==> src/rtl/rca_chunk_sequencer.sv <==
// rca_chunk_sequencer: computes a WIDTH-bit unsigned add by driving one
// external CHUNK-bit ripple-carry adder for WIDTH/CHUNK cycles.
// Ports:
//   clk, rst       - clock, async active-high reset
//   start, a, b,   - request and operands (captured on accepted start)
//   cin
//   busy, done     - handshake (busy in RUN/DONE, done one-cycle pulse)
//   sum            - {carry_out, sum}, held until the next completion
//   add_a, add_b,  - operands to the external RCA slice (0 outside RUN)
//   add_cin
//   add_sum,       - combinational results from the RCA slice
//   add_cout
module rca_chunk_sequencer #(
    parameter int WIDTH = 32,
    parameter int CHUNK = 8
) (
    input  logic             clk,
    input  logic             rst,
    input  logic             start,
    input  logic [WIDTH-1:0] a,
    input  logic [WIDTH-1:0] b,
    input  logic             cin,
    output logic             busy,
    output logic             done,
    output logic [WIDTH:0]   sum,
    output logic [CHUNK-1:0] add_a,
    output logic [CHUNK-1:0] add_b,
    output logic             add_cin,
    input  logic [CHUNK-1:0] add_sum,
    input  logic             add_cout
);

    localparam int NCH = WIDTH / CHUNK;
    // Keep the index at least one bit wide so NCH==1 still elaborates.
    localparam int IW  = (NCH > 1) ? $clog2(NCH) : 1;
    localparam logic [IW-1:0] LAST = IW'(NCH - 1);

    typedef enum logic [1:0] {
        IDLE = 2'd0,
        RUN  = 2'd1,
        DONE = 2'd2
    } state_t;

    state_t           state_q, state_d;
    logic [WIDTH-1:0] a_q, a_d;
    logic [WIDTH-1:0] b_q, b_d;
    logic [WIDTH-1:0] acc_q, acc_d;
    logic             carry_q, carry_d;
    logic [IW-1:0]    idx_q, idx_d;
    logic [WIDTH:0]   sum_q, sum_d;

    // Slice result placed in the top CHUNK bits; written as a shift so the
    // CHUNK==WIDTH case needs no zero-width concatenation.
    logic [WIDTH-1:0] ins;
    assign ins = WIDTH'(add_sum) << (WIDTH - CHUNK);

    always_ff @(posedge clk or posedge rst) begin
        if (rst) begin
            state_q <= IDLE;
            a_q     <= '0;
            b_q     <= '0;
            acc_q   <= '0;
            carry_q <= 1'b0;
            idx_q   <= '0;
            sum_q   <= '0;
        end else begin
            state_q <= state_d;
            a_q     <= a_d;
            b_q     <= b_d;
            acc_q   <= acc_d;
            carry_q <= carry_d;
            idx_q   <= idx_d;
            sum_q   <= sum_d;
        end
    end

    always_comb begin
        state_d = state_q;
        a_d     = a_q;
        b_d     = b_q;
        acc_d   = acc_q;
        carry_d = carry_q;
        idx_d   = idx_q;
        sum_d   = sum_q;
        busy    = 1'b0;
        done    = 1'b0;
        add_a   = '0;
        add_b   = '0;
        add_cin = 1'b0;

        unique case (state_q)
            IDLE: begin
                if (start) begin
                    a_d     = a;
                    b_d     = b;
                    carry_d = cin;
                    idx_d   = '0;
                    state_d = RUN;
                end
            end
            RUN: begin
                busy    = 1'b1;
                add_a   = a_q[CHUNK-1:0];
                add_b   = b_q[CHUNK-1:0];
                add_cin = carry_q;
                a_d     = a_q >> CHUNK;
                b_d     = b_q >> CHUNK;
                acc_d   = (acc_q >> CHUNK) | ins;
                carry_d = add_cout;
                idx_d   = idx_q + IW'(1);
                // Only this edge writes sum, so it never glitches mid-run.
                if (idx_q == LAST) begin
                    sum_d   = {add_cout, acc_d};
                    state_d = DONE;
                end
            end
            DONE: begin
                busy    = 1'b1;
                done    = 1'b1;
                state_d = IDLE;
            end
            default: begin
                state_d = IDLE;
            end
        endcase
    end

    assign sum = sum_q;

endmodule

==> config.mk <==
export PLATFORM = sky130hd
export DESIGN_NAME = rca_chunk_sequencer
export DESIGN_NICKNAME = d
export VERILOG_FILES = /design/src/rtl/rca_chunk_sequencer.sv
export SDC_FILE = /design/constraint.sdc
export NUM_CORES = 1
export LEC_CHECK = 0
export BUFFER_PORTS_ARGS = -buffer_cell sky130_fd_sc_hd__buf_2
export CAP_MARGIN = 30
export CORE_AREA = 2 2 133 135
export DETAILED_ROUTE_END_ITERATION = 6
export DIE_AREA = 0 0 135 137
export MAX_ROUTING_LAYER = met4
export SYNTH_ARGS = -nofsm -noshare
export SYNTH_HDL_FRONTEND = slang
export SYNTH_SLANG_ARGS = --single-unit
==> constraint.sdc <==
create_clock -name clk -period 11.3 [get_ports clk]
set_clock_uncertainty 0.05 [all_clocks]
set_input_delay 0.565 -clock clk [delete_from_list [all_inputs] [get_ports clk]]
set_output_delay 0.565 -clock clk [all_outputs]
set_load 0.02 [all_outputs]
---- Word-level counts from Yosys, hierarchy flattened ----
Index checks and enable logic that the tools add are counted.
word-level totals
  flip-flop bits (word level) ............. 134
  input port bits ......................... 77
  output and inout port bits .............. 52
  logic and storage cells ................. 36
cells by class
  muxes and demuxes ....................... 16
  bitwise operators ....................... 1
  $add $sub $neg .......................... 1
  equality and inequality tests ........... 5
  reductions and logical operators ........ 6
operators with widths
  kind                                                 count
  one-hot mux 32 bit (2 select lines)                  2
  two-way mux 32 bit                                   2
  OR 24 x 32 -> 32 bit                                 1
  two-way mux 8 bit                                    2
  one-hot mux 2 bit (2 select lines)                   2
  two-way mux 2 bit                                    3
  AND reduction 2 bit                                  3
  equality test 2 bit, second input constant           2
  two-way mux 1 bit                                    4
  != test 2 bit, second input constant                 2
  adder 2 x 1 -> 2 bit, second input constant          1
  equality test 2 x 1 -> 1 bit, second input constant  1
  zero test 2 bit                                      1
  one-hot mux 1 bit (2 select lines)                   1
  nonzero test 2 bit                                   1
  OR reduction 2 bit                                   1

---- Logic depth before layout (Yosys ltp) ----
  word-level depth ........................ 3
  depth in mapped cells ................... 8
  depth with buffers taken out ............ 5

---- Worst setup path before layout ----
No wires, ideal clock.
  kind .................................... register -> output
  from .................................... register state_q[1]
  to ...................................... output port add_a[0]
  data arrival time ....................... 1178 ps
  path buffers ............................ 1
  path slack .............................. 9507 ps
  cell stages (with the launch flop) ...... 5
  required time ........................... 10685 ps
  cells stage by stage .................... dfrtp_1 inv_1 ha_1 clkbuf_1 and2_1
between the ends
  cells in the longest elaborated chain, start to end .. 2
ends and longest elaborated chain
  what                          RTL line  RTL
  from (decl)                   44        state_t state_q, state_d;
  from (signal assigned)        67        state_q <= state_d;
  equality test 2 x 1 -> 1 bit  91        unique case (state_q)
  two-way mux 8 bit             91
  to (decl)                     26        output logic [CHUNK-1:0] add_a,
No other way between the ends.

---- Worst setup path after layout ----
  from .................................... register state_q[1]
  to ...................................... output port add_b[7]
between the ends
  cells in the longest elaborated chain, start to end .. 2
ends and longest elaborated chain
  what                          RTL line  RTL
  equality test 2 x 1 -> 1 bit  91
  two-way mux 8 bit             91
  to (decl)                     27        output logic [CHUNK-1:0] add_b,
No other way between the ends.

==> reports/results.env <==
POST_CTS_HOLD_BUFFER_COUNT=0
PLACEMENT.SETUP.WORST_SLACK_PS=8380
PLACE_HPWL_MM=9.52
GRT_SETUP_UNREPAIRED='no'
DESIGN.DIE.AREA_UM2=18500
GRT_PASS1_VIAS=4598
MAPPEDNETLISTNETS=569
NETLIST.TOP_CELL.BY_AREA='dfrtp_1'
FLOORPLAN.INITIALDENSITY_PCT=34.5
DRT_FIRST_ITER_VIOLATIONS=254
CLOCK_POWER_SHARE_PCT=20.1
CTS_INSERTED_BUFFERS=17
FIRSTDRTPASSITERS=4
COMBINATIONAL_GROUP_SHARE_OF_TOTAL_POWER_PCT=45.6
CLOCK-ROOT-BUFFER='clkbuf_16'
PATH_CLASS='reg -> out'
HOLD_PATH.CLASS='in -> async'
CTS.REPAIR.RESIZED=0
TIMING.FINAL.MAX_SLEW_VIOLATIONS=0
FINALHOLDVIOLATIONS=0
GRT_START_MAX_NET_PINS=105
CELL_LEAKAGE_POWER_uW=0.00320
AREA_GROWTH_PCT=23.7
SETUP_FAILING_EPS_FINAL=0
GRTUSAGEMET2_PCT=25.7
STD_CELL_ROWS=48
GRT_USAGE_PCT=16.7
SYNTH-MAIN-FF-CELL='dfrtp_1'
VDD.IR_DROP.WORST_mV=0.200
INITIAL_ANTENNA_VIOLATION_COUNT=0
DIE_WIDTH_UM=135
DRT_DRC_VIOLATIONS_LEFT=0
INTERNAL-POWER_uW=1520
GP_ROUTABILITY_CONGESTION=0.780
ANT_NETS=0
GRT.BUSIEST_LAYER='met2'
GRT_UTIL_MET3_PCT=4.07
WORSTSETUPSTARTPOINTTYPE='flop'
GRT_FIRST_PASS_WIRELENGTH_MM=23.4
NETLIST-CELL-TYPE-COUNT=29
ACHIEVABLE-FREQUENCY_GHz=0.353
CRITICAL_PATH_PEAK_FANOUT=41
H_TREE_LEVEL_COUNT=4
SYNTHDOMINANTCELLAREASHARE_PCT=53.6
ANTENNA-DIODE-COUNT=0
CTS.PATH.MAX_BUFFERS=2
TOTAL_POWER_uW=2500
YS_TOP_CELLS_BY_AREA='dfrtp_1 (54%), mux2_1 (14%), o22ai_1 (9.1%), mux2_2 (4.6%), a21oi_1 (3.7%)'
MAXSLEWHEADROOM_PCT=34.0
FINAL_WORST_PATH_PERIOD_SHARE_PCT=25.1
DRT-WIRELENGTH-PER-CELL_UM=17.3
POSTCTSSETUPREPAIRBUFS=0
NUMBER_OF_ENABLE_TYPE_REGISTER_CELLS_IN_THE_SYNTHESIZED_NETLIST=0
NUMPORTBUFFERS=128
VIAS=4478
CLOCK_SINKS=126
CRITICAL_PATH_ARRIVAL_PS=2220
ROUTED_VIA_DENSITY=5.37
GLOBALROUTEOVERFLOWTOTAL=0
SWITCHING_SHARE_PCT=39.2
WORST_SETUP_PATH_END_KIND='output pin'
GLOBALROUTEMET1UTIL_PCT=21.0
DESIGN.PORTCOUNT=129
POSTSYNTHCELLCOUNT=487
WORST-SLEW-PIN-TRANSITION_PS=990
YOSYSSEQAREASHARE_PCT=53.6
CLKSLEWWORSTSETUPHOLDPATHS_PS=60
FINAL.MIN_CLOCK_PERIOD_PS=2830
P_SEQ_SHARE_PCT=34.3
AVERAGE_SIZE_OF_A_MAPPED_CELL_UM2=12.1
FRACTION_OF_LAYOUT_INSTANCES_USING_A_DRIVE_STRENGTH_ABOVE_1_PCT=31.9
WORSTSKEWPAIRLATENCY_PS=410
ASYNCSETRESETFLOPFRACSYNTH_PCT=100
FLOORPLAN.CORE_AREA_UM2=17100
TRITONCTS='yes'
FINALSETUPTNS_PS=0
POWER_DENSITY_OF_THE_PLACED_CELLS_nW_PER_UM2=343
REGISTER_BIT_TOTAL_FROM_SYNTHESIS=126
DIE_HEIGHT_UM=137
YOSYSWARNINGS=0
DESIGN.FINAL.NETS=679
ROUTED_WL_MM=14.5
TIMING.CRITICAL_PATH.REQUIRED_PS=10690
STATUS='finished clean'
MAX_CAP_VIOLATIONS=0
P_SWITCHING_uW=979
TIMING.FINAL.WS_SETUP_PS=8470
SYN_AREA_UM2=5890
flip-flops by register name (all words and copies together) (netlist names):
| register | flops |
|---|---|
| idx_q | 2 |
| sum | 33 |
| acc_q | 24 |
| state_q | 2 |
| b_q | 32 |
| a_q | 32 |
| carry_q | 1 |
cells in the final DEF, fill, tap and decap left out, types with 2 or more instances in the layout:
master      Yosys  layout
clkbuf_16       0      17
nand2_1         7       7
inv_1           3       2
mux2_2         24      24
a22o_1         19      19
o32a_1          6       6
buf_4           6       3
mux2_1         72      72
clkinvlp_4      0       2
a21boi_1        6       6
o32ai_1         2       2
a21oi_1        43      43
clkbuf_1       19       3
clkbuf_8        0       6
o221a_1         2       2
and2_1         18      18
nor2b_1         3       3
buf_2          15     128
inv_2           2       2
ha_2            0       2
buf_16          0       3
mux2i_1         5       5
nand2b_1        4       3
dfrtp_1       126     126
o21ai_1         3       3
a22oi_1         3       3
o22ai_1        86      86
clkinv_2        0       3
ha_1            5       2
kinds of logic (layout without fill, tap and decap cells):
logic type,after synthesis,after routing,synth area share (%)
flip-flops,126,126,53.6
AO/OA/AOI/OAI,172,172,19.0
buffers and inverters,48,170,3.76
AND/OR/NAND/NOR,35,35,3.38
adder cells (fa/ha/maj),5,5,1.06
multiplexers,101,101,19.2
through the flow:
step / cell area [µm²] / instances / utilization (%) / hold slack, ps
global route: 7280 / 834 / 42.7 / 262
detailed placement: 6650 / 800 / 39.0 / 426
floorplan: 5890 / 487 / - / 402
finish: 7280 / 834 / 42.7 / 207
CTS: 7200 / 831 / 42.2 / 228
global placement: 6650 / 800 / 39.0 / 413
final cells by class:
cell class	instances	area (µm²)
Clock buffer	26	519
Tap cell	225	282
Multi-Input combinational cell	313	2530
Fill cell	1613	9770
Timing Repair Buffer	134	746
Sequential cell	126	3150
Inverter	5	21.3
Clock inverter	5	30.0
layer usage:
metal	part of all wire [%]	wire [µm]
met5	0	0
met4	2.4	349
met3	4.2	610
met2	47	6840
met1	46	6670
final timing paths:
kind / from / to / slack, ps / cells past startpoint
setup / recovery: state_q[1] / add_b[7] / 8470 / 4
hold / removal: rst / carry_q / 210 / 2
setup reg to reg: state_q[1] / a_q[29] / 8930 / 6
min in group clk: a[30] / a_q[30] / 310 / 2
max in group asynchronous: rst / sum[8] / 9940 / 4
hold reg to reg: acc_q[14] / sum[6] / 430 / 1
power by group through the flow:
stage | logic (µW) | clock network, µW | registers [µW]
after detailed placement | 1130 | 0 | 864
final | 1140 | 500 | 856
after CTS | 1130 | 511 | 856
after floorplan | 821 | 0 | 879
after global routing | 1250 | 532 | 892
after global placement | 1090 | 0 | 846
critical path, stage by stage, from the launching register on:
cell and delay, ps:
dfrtp_1 400, inv_1 140, ha_2 790, and2_1 280
buf_2 180
Yosys cell counts (2+ instances only):
cell	number
a22o_1	19
nor2b_1	3
nand2_1	7
inv_1	3
mux2i_1	5
nand2b_1	4
dfrtp_1	126
o221a_1	2
buf_1	3
a21oi_1	43
buf_4	6
o22ai_1	86
mux2_1	72
mux2_2	24
o32a_1	6
a21boi_1	6
buf_2	15
o21ai_1	3
a22oi_1	3
and2_1	18
ha_1	5
o32ai_1	2
inv_2	2
clkbuf_1	19
Note: power is estimated with default switching activity, not from simulation.
